[config.mk]
export PLATFORM = sky130hd
export DESIGN_NAME = branch_resolve_predict_unit
export DESIGN_NICKNAME = d
export VERILOG_FILES = /design/src/rtl/branch_resolve_predict_unit.sv
export SDC_FILE = /design/constraint.sdc
export NUM_CORES = 1
export LEC_CHECK = 0
export ABC_CLOCK_PERIOD_IN_PS = 9600
export CELL_PAD_IN_SITES_DETAIL_PLACEMENT = 0
export CELL_PAD_IN_SITES_GLOBAL_PLACEMENT = 2
export CORE_ASPECT_RATIO = 1.25
export CORE_MARGIN = 10
export CORE_UTILIZATION = 19
export CTS_CLUSTER_DIAMETER = 50
export DETAILED_ROUTE_END_ITERATION = 6
export PLACE_DENSITY_LB_ADDON = 0.3
export SLEW_MARGIN = 15
export SYNTH_ARGS = -nofsm -noshare
export SYNTH_HDL_FRONTEND = slang
export SYNTH_SLANG_ARGS = --single-unit
[constraint.sdc]
create_clock -name clk -period 9.6 [get_ports clk]
set_input_delay 2.88 -clock clk [delete_from_list [all_inputs] [get_ports clk]]
set_output_delay 2.88 -clock clk [all_outputs]
set_load 0.1 [all_outputs]
[src/rtl/branch_resolve_predict_unit.sv]
// branch_resolve_predict_unit
// Resolves conditional branches, JAL and JALR in EX against the prediction
// made at fetch, and raises a registered one-cycle flush plus redirect PC
// when they disagree.
// Optional feature macro: BRANCH_PREDICT_EN. When it is defined, the unit
// contains a direct-mapped BTB with saturating counters. When it is
// undefined, nothing is predicted and every taken control transfer flushes.
module branch_resolve_predict_unit #(
  parameter int XLEN        = 32,
  parameter int BTB_ENTRIES = 16,
  parameter int CTR_BITS    = 2
) (
  input  logic            clk,
  input  logic            reset,
  input  logic [XLEN-1:0] if_pc,
  output logic            pred_taken,
  output logic [XLEN-1:0] pred_target,
  input  logic            ex_valid,
  input  logic [XLEN-1:0] ex_pc,
  input  logic [XLEN-1:0] ex_imm,
  input  logic [XLEN-1:0] ex_alu_result,
  input  logic [1:0]      branch_jump_signal,
  input  logic [2:0]      func_3,
  input  logic            zero_signal,
  input  logic            sign_bit_signal,
  input  logic            sltu_bit_signal,
  input  logic            ex_pred_taken,
  input  logic [XLEN-1:0] ex_pred_target,
  output logic            flush,
  output logic [XLEN-1:0] redirect_pc,
  output logic            branch_jump_mux_signal
);

  localparam logic [1:0] BJ_NONE   = 2'b00;
  localparam logic [1:0] BJ_BRANCH = 2'b01;
  localparam logic [1:0] BJ_JALR   = 2'b11;

  logic            resolve;
  logic            cond_taken;
  logic            actual_taken;
  logic [XLEN-1:0] seq_target;
  logic [XLEN-1:0] jalr_target;
  logic [XLEN-1:0] target;
  logic [XLEN-1:0] fall_through;
  logic            mispredict;

  // Instructions arriving while a flush is in progress are on the wrong path.
  assign resolve = ex_valid && !flush && (branch_jump_signal != BJ_NONE);

  // Evaluate the branch condition from the ALU compare flags.
  always_comb begin
    // NOTE: a default assignment before the case keeps this purely combinational (no latch).
    cond_taken = 1'b0;
    case (func_3)
      3'b000:  cond_taken = zero_signal;
      3'b001:  cond_taken = !zero_signal;
      3'b100:  cond_taken = sign_bit_signal;
      3'b101:  cond_taken = !sign_bit_signal;
      3'b110:  cond_taken = sltu_bit_signal;
      3'b111:  cond_taken = !sltu_bit_signal;
      default: cond_taken = 1'b0;
    endcase
  end

  assign actual_taken = (branch_jump_signal == BJ_BRANCH) ? cond_taken : 1'b1;
  assign seq_target   = ex_pc + ex_imm;
  assign jalr_target  = {ex_alu_result[XLEN-1:1], 1'b0};
  assign target       = (branch_jump_signal == BJ_JALR) ? jalr_target : seq_target;
  assign fall_through = ex_pc + XLEN'(4);

`ifdef BRANCH_PREDICT_EN
  localparam int IDX   = $clog2(BTB_ENTRIES);
  localparam int TAG_W = XLEN - IDX - 2;
  localparam logic [CTR_BITS-1:0] CTR_WEAK_T  = CTR_BITS'(1 << (CTR_BITS - 1));
  localparam logic [CTR_BITS-1:0] CTR_WEAK_NT = CTR_WEAK_T - CTR_BITS'(1);
  localparam logic [CTR_BITS-1:0] CTR_MAX     = {CTR_BITS{1'b1}};

  logic                btb_valid   [BTB_ENTRIES];
  logic [TAG_W-1:0]    btb_tag     [BTB_ENTRIES];
  logic [XLEN-1:0]     btb_target  [BTB_ENTRIES];
  logic                btb_is_jump [BTB_ENTRIES];
  logic [CTR_BITS-1:0] btb_ctr     [BTB_ENTRIES];

  logic [IDX-1:0]      if_idx;
  logic [TAG_W-1:0]    if_tag;
  logic                if_hit;
  logic [IDX-1:0]      ex_idx;
  logic [TAG_W-1:0]    ex_tag;
  logic                ex_hit;
  logic [CTR_BITS-1:0] ctr_cur;
  logic [CTR_BITS-1:0] ctr_next;
  logic                btb_we;
  logic                unused_bits;

  assign if_idx = if_pc[IDX+1:2];
  assign if_tag = if_pc[XLEN-1:IDX+2];
  assign if_hit = btb_valid[if_idx] && (btb_tag[if_idx] == if_tag);

  assign pred_taken  = if_hit && (btb_is_jump[if_idx] || btb_ctr[if_idx][CTR_BITS-1]);
  assign pred_target = pred_taken ? btb_target[if_idx] : '0;

  assign ex_idx  = ex_pc[IDX+1:2];
  assign ex_tag  = ex_pc[XLEN-1:IDX+2];
  assign ex_hit  = btb_valid[ex_idx] && (btb_tag[ex_idx] == ex_tag);
  assign ctr_cur = btb_ctr[ex_idx];

  // A not-taken branch that misses the BTB must not claim an entry.
  assign btb_we = resolve && (ex_hit || actual_taken);

  // Next counter value: saturating step on a hit, weak initial state on allocate.
  always_comb begin
    ctr_next = actual_taken ? CTR_WEAK_T : CTR_WEAK_NT;
    if (ex_hit) begin
      if (actual_taken) ctr_next = (ctr_cur == CTR_MAX) ? ctr_cur : ctr_cur + CTR_BITS'(1);
      else              ctr_next = (ctr_cur == '0)      ? ctr_cur : ctr_cur - CTR_BITS'(1);
    end
  end

  // Valid bits: cleared by reset, set when an entry is written.
  always_ff @(posedge clk) begin
    if (reset) begin
      for (int i = 0; i < BTB_ENTRIES; i++) btb_valid[i] <= 1'b0;
    end else if (btb_we) begin
      // NOTE: non-blocking assignment so every flop samples pre-edge values.
      btb_valid[ex_idx] <= 1'b1;
    end
  end

  // Entry payload: written on resolution, never reset.
  always_ff @(posedge clk) begin
    // NOTE: payload arrays have no reset; an entry is only trusted while its valid bit is set.
    if (btb_we && !reset) begin
      btb_tag[ex_idx]     <= ex_tag;
      btb_target[ex_idx]  <= target;
      btb_is_jump[ex_idx] <= (branch_jump_signal != BJ_BRANCH);
      btb_ctr[ex_idx]     <= ctr_next;
    end
  end

  assign mispredict = resolve &&
                      ((actual_taken != ex_pred_taken) ||
                       (actual_taken && (target != ex_pred_target)));

  assign unused_bits = ^{if_pc[1:0], ex_pc[1:0], ex_alu_result[0]};
`else
  localparam int UNUSED_CFG = BTB_ENTRIES + CTR_BITS;

  logic unused_bits;

  assign pred_taken  = 1'b0;
  assign pred_target = '0;

  // Without a predictor, fetch always falls through, so any taken transfer is a miss.
  assign mispredict = resolve && actual_taken;

  assign unused_bits = ^{if_pc, ex_pred_taken, ex_pred_target, ex_alu_result[0]};
`endif

  // Registered flush pulse and redirect PC; the redirect PC holds between mispredicts.
  always_ff @(posedge clk) begin
    if (reset) begin
      flush       <= 1'b0;
      redirect_pc <= '0;
    end else begin
      flush <= mispredict;
      if (mispredict) redirect_pc <= actual_taken ? target : fall_through;
    end
  end

  assign branch_jump_mux_signal = flush;

endmodule

==> results by group <==
Logic synthesis
  • Synth Register Bits: 33
  • Cells after Synth: 456
  • Number of synthesized flops with an enable pin: 0
  • Mapped cell area: ~3500 um^2
  • Seq/Total Area, Yosys: 0.191
  • Synth Flop Type: dfxtp_1
  • Yosys cell types: 60
  • Syn Area/Cell: between 7 and 8 um^2
  • Synth warn: 0
  • Fraction of registers with async set or reset after synthesis: 0

Timing
  • Pins Over Slew Limit: 0
  • PnR worst setup slack: between 3 and 4 ns
  • Final-report setup violation count: 0
  • Relative slew margins: 0.297
  • Final Hold Viols: 0
  • RSZ-0062 raised after global routing: no
  • Fin crit period: between 5 and 6 ns
  • Slew @ Worst Pin: ~1.1 ns
  • Clock skew: between 0.003 and 0.004 ns
  • Hold Slack: ~0.46 ns
  • Fmax: ~180 MHz
  • Fin crit share: 0.585
  • Total negative setup slack: 0 ns

Setup path
  • Endpoint type of the worst setup path: flip-flop
  • Crit Path Category: input port to flip-flop
  • Max Fanout on Critical Path: 4
  • WP data arrival: 5.77 ns
  • Critical Path RT: between 9 and 10 ns
  • Startpoint Class: input port

Cells and area
  • FF/Latch Area: between 600 and 700 um^2
  • Post-layout instance area: a little over 5000 um^2
  • Fillers: slightly below 2,000
  • Nets: between 700 and 800
  • Diode count: 0
  • Share of post-route cells with drive strength above 1: 0.0446
  • Synthesis-to-finish area growth: 47.9%
  • Multi-input logic area: approximately 2500 um^2

Die
  • Starting density of the core: 0.192
  • Die area: 24,000 um^2
  • FP Rows: 55
  • Io pins: around 240
  • Core box area: 18,000 um^2
  • Chip Height: around 170 um
  • Die width: around 140 um

Detailed routing
  • Final ANT Viol Nets: 0
  • DR pass1 iterations: 4
  • # DRC: 0
  • DR vias: ~3,700
  • Routed wire per std cell: about 18 um
  • Drt initial violations: 152
  • Vias per cell: roughly 4.6
  • Drt total wl: about 15,000 um

Hold path
  • Hold WC Path Type: flip-flop to flip-flop

Job
  • Max-Cap Viols: 0

Placed design
  • Worst Setup Slack post-DPL: ~3.7 ns
  • DPL Wire Length: 11,900 um
  • GPL Wtd Cong: ~0.82
  • Port-buffer cells: approximately 140
  • Placed Area: a little under 5000 um^2

Global routing
  • Initial antenna violation count: 0
  • Total GRT Usage: 0.118
  • GR Overflow Total: 0
  • Vias in the first global route: about 4,100
  • First-pass GRT wire length: between 20,000 and 25,000 um
  • Largest net degree at the start of global routing: 35

Clocking
  • Htree depth: 2
  • Post-cts hold buffer count: 0
  • Clock-pin slew on the worst setup and hold paths: around 0.06 ns
  • PostCTS Resize Cnt: 0
  • Bufs on Longest Clock Path: 2
  • Clk_lat worst skew: 0.28 ns
  • Cts bufs inserted: 5
  • Root buffer cell: clkbuf_16
  • CTS tree: built
  • Sink Count: 33
  • Setup Fix Bufs, Post-CTS: 0

Power
  • Final Total Pwr: 0.745 mW
  • VDD IR max: about 67 uV
  • LEAKAGE: around 2.1 nW
  • Power Density: between 100 and 150 nW/um^2

Run status
  • Status: finished, final reports clean
worst max-delay path, cell delays in order:
cell,delay (ns)
clkdlybuf4s50_1,0.42
ha_1,0.23
fa_1,0.40
a21o_1,0.23
a31oi_1,0.31
nor3_1,0.12
o21ai_1,0.23
a21oi_1,0.18
a21o_1,0.26
xnor2_1,0.16
a221oi_1,0.26
nor3_1,0.08
registers in the layout (all words and copies together) (netlist names):
register	cells
branch_jump_mux_signal	1
redirect_pc	32
placed cells by master (no fill, tap or decap), types with 2 or more instances in the layout:
master	n
o21ai_2	3
and2_1	5
a221oi_1	5
a21o_1	19
nor3_1	12
ha_1	31
xor2_1	11
nor3b_1	3
o22ai_1	8
and3_1	13
a21oi_2	2
dfxtp_1	33
mux2i_1	3
o21a_1	2
a21oi_1	44
a211o_1	6
buf_4	4
nand3_1	8
inv_1	6
a311oi_1	5
nor2_1	40
a21boi_1	2
o21ai_0	17
xnor2_1	14
clkdlybuf4s50_1	139
o211ai_1	4
conb_1	33
o21ai_1	6
a31oi_1	7
nand2_1	44
clkbuf_16	5
nand4_1	6
nor2b_1	7
a211oi_1	9
layer usage:
metal | vias up | wire length (um) | track usage
li1 | 1855 | - | -
met1 | 1711 | 6550 | 0.140
met2 | 137 | 7080 | 0.207
met3 | 11 | 869 | 0.0275
met4 | 0 | 209 | 0.0297
met5 | - | 0 | 0
power breakdown:
| part | internal (mW) | switching, mW |
|---|---|---|
| combinational | 0.125 | 0.267 |
| sequential | 0.149 | 0.00645 |
| clock | 0.130 | 0.0671 |
layout make-up:
type	count	share of cell area
well taps	228	0.0559
multi-input cells	393	0.498
flip-flops and latches	33	0.129
clock buffers	7	0.0280
repair buffers	143	0.279
clock inverters	1	0.00589
inverters	6	0.00441
synth_stat cells (2+ instances only):
library cell  number  area [um^2]
a311oi_1           5         43.8
and3_1            13         81.3
and2_1             5         31.3
nand3_1            8         40.0
nand4_1            6         37.5
a21boi_1           2         15.0
xnor2_1           14          123
nor2b_1            7         43.8
mux2i_1            3         30.0
buf_4             34          255
nor3b_1            3         22.5
nor2_1            40          150
inv_1              6         22.5
o21ai_2            3         26.3
a211oi_1           9         67.6
xor2_1            11         96.3
a221oi_1           5         43.8
ha_1              31          388
a211o_1            6         52.6
o21ai_1            6         30.0
nand2_1           44          165
o21a_1             2         15.0
dfxtp_1           33          661
o211ai_1           4         30.0
buf_2              2         10.0
a21oi_1           44          220
a31oi_1            7         43.8
a21oi_2            2         17.5
nor3_1            12         60.1
o22ai_1            8         50.1
clkbuf_1          18         67.6
o21ai_0           17         85.1
a21o_1            19          143
kinds of logic (layout without fill, tap and decap cells):
family                   after synthesis  in the layout  synth area share
buffers and inverters                 62            157             0.107
multiplexers                           4              4            0.0120
AO/OA/AOI/OAI                        154            154             0.308
other                                  1             33           0.00109
flip-flops                            33             33             0.191
XOR/XNOR                              25             25            0.0635
AND/OR/NAND/NOR                      145            145             0.199
adder cells (fa/ha/maj)               32             32             0.118
worst paths after layout:
path	from	endpoint	slack, ns	depth (start not counted)
max	ex_pc[0]	redirect_pc[22]	3.98	12
min	redirect_pc[0]	redirect_pc[0]	0.46	2
max reg2reg	branch_jump_mux_signal	redirect_pc[31]	7.76	6
min reg2reg	redirect_pc[0]	redirect_pc[0]	0.46	2
stage by stage:
| stage | utilization | cells |
|---|---|---|
| 2_1_floorplan | - | 488 |
| 3_3_place_gp | 0.274 | 803 |
| 3_5_place_dp | 0.274 | 803 |
| 4_1_cts | 0.284 | 811 |
| 5_1_grt | 0.284 | 811 |
| 6_report | 0.284 | 811 |
Note: power is estimated with default switching activity, not from simulation.
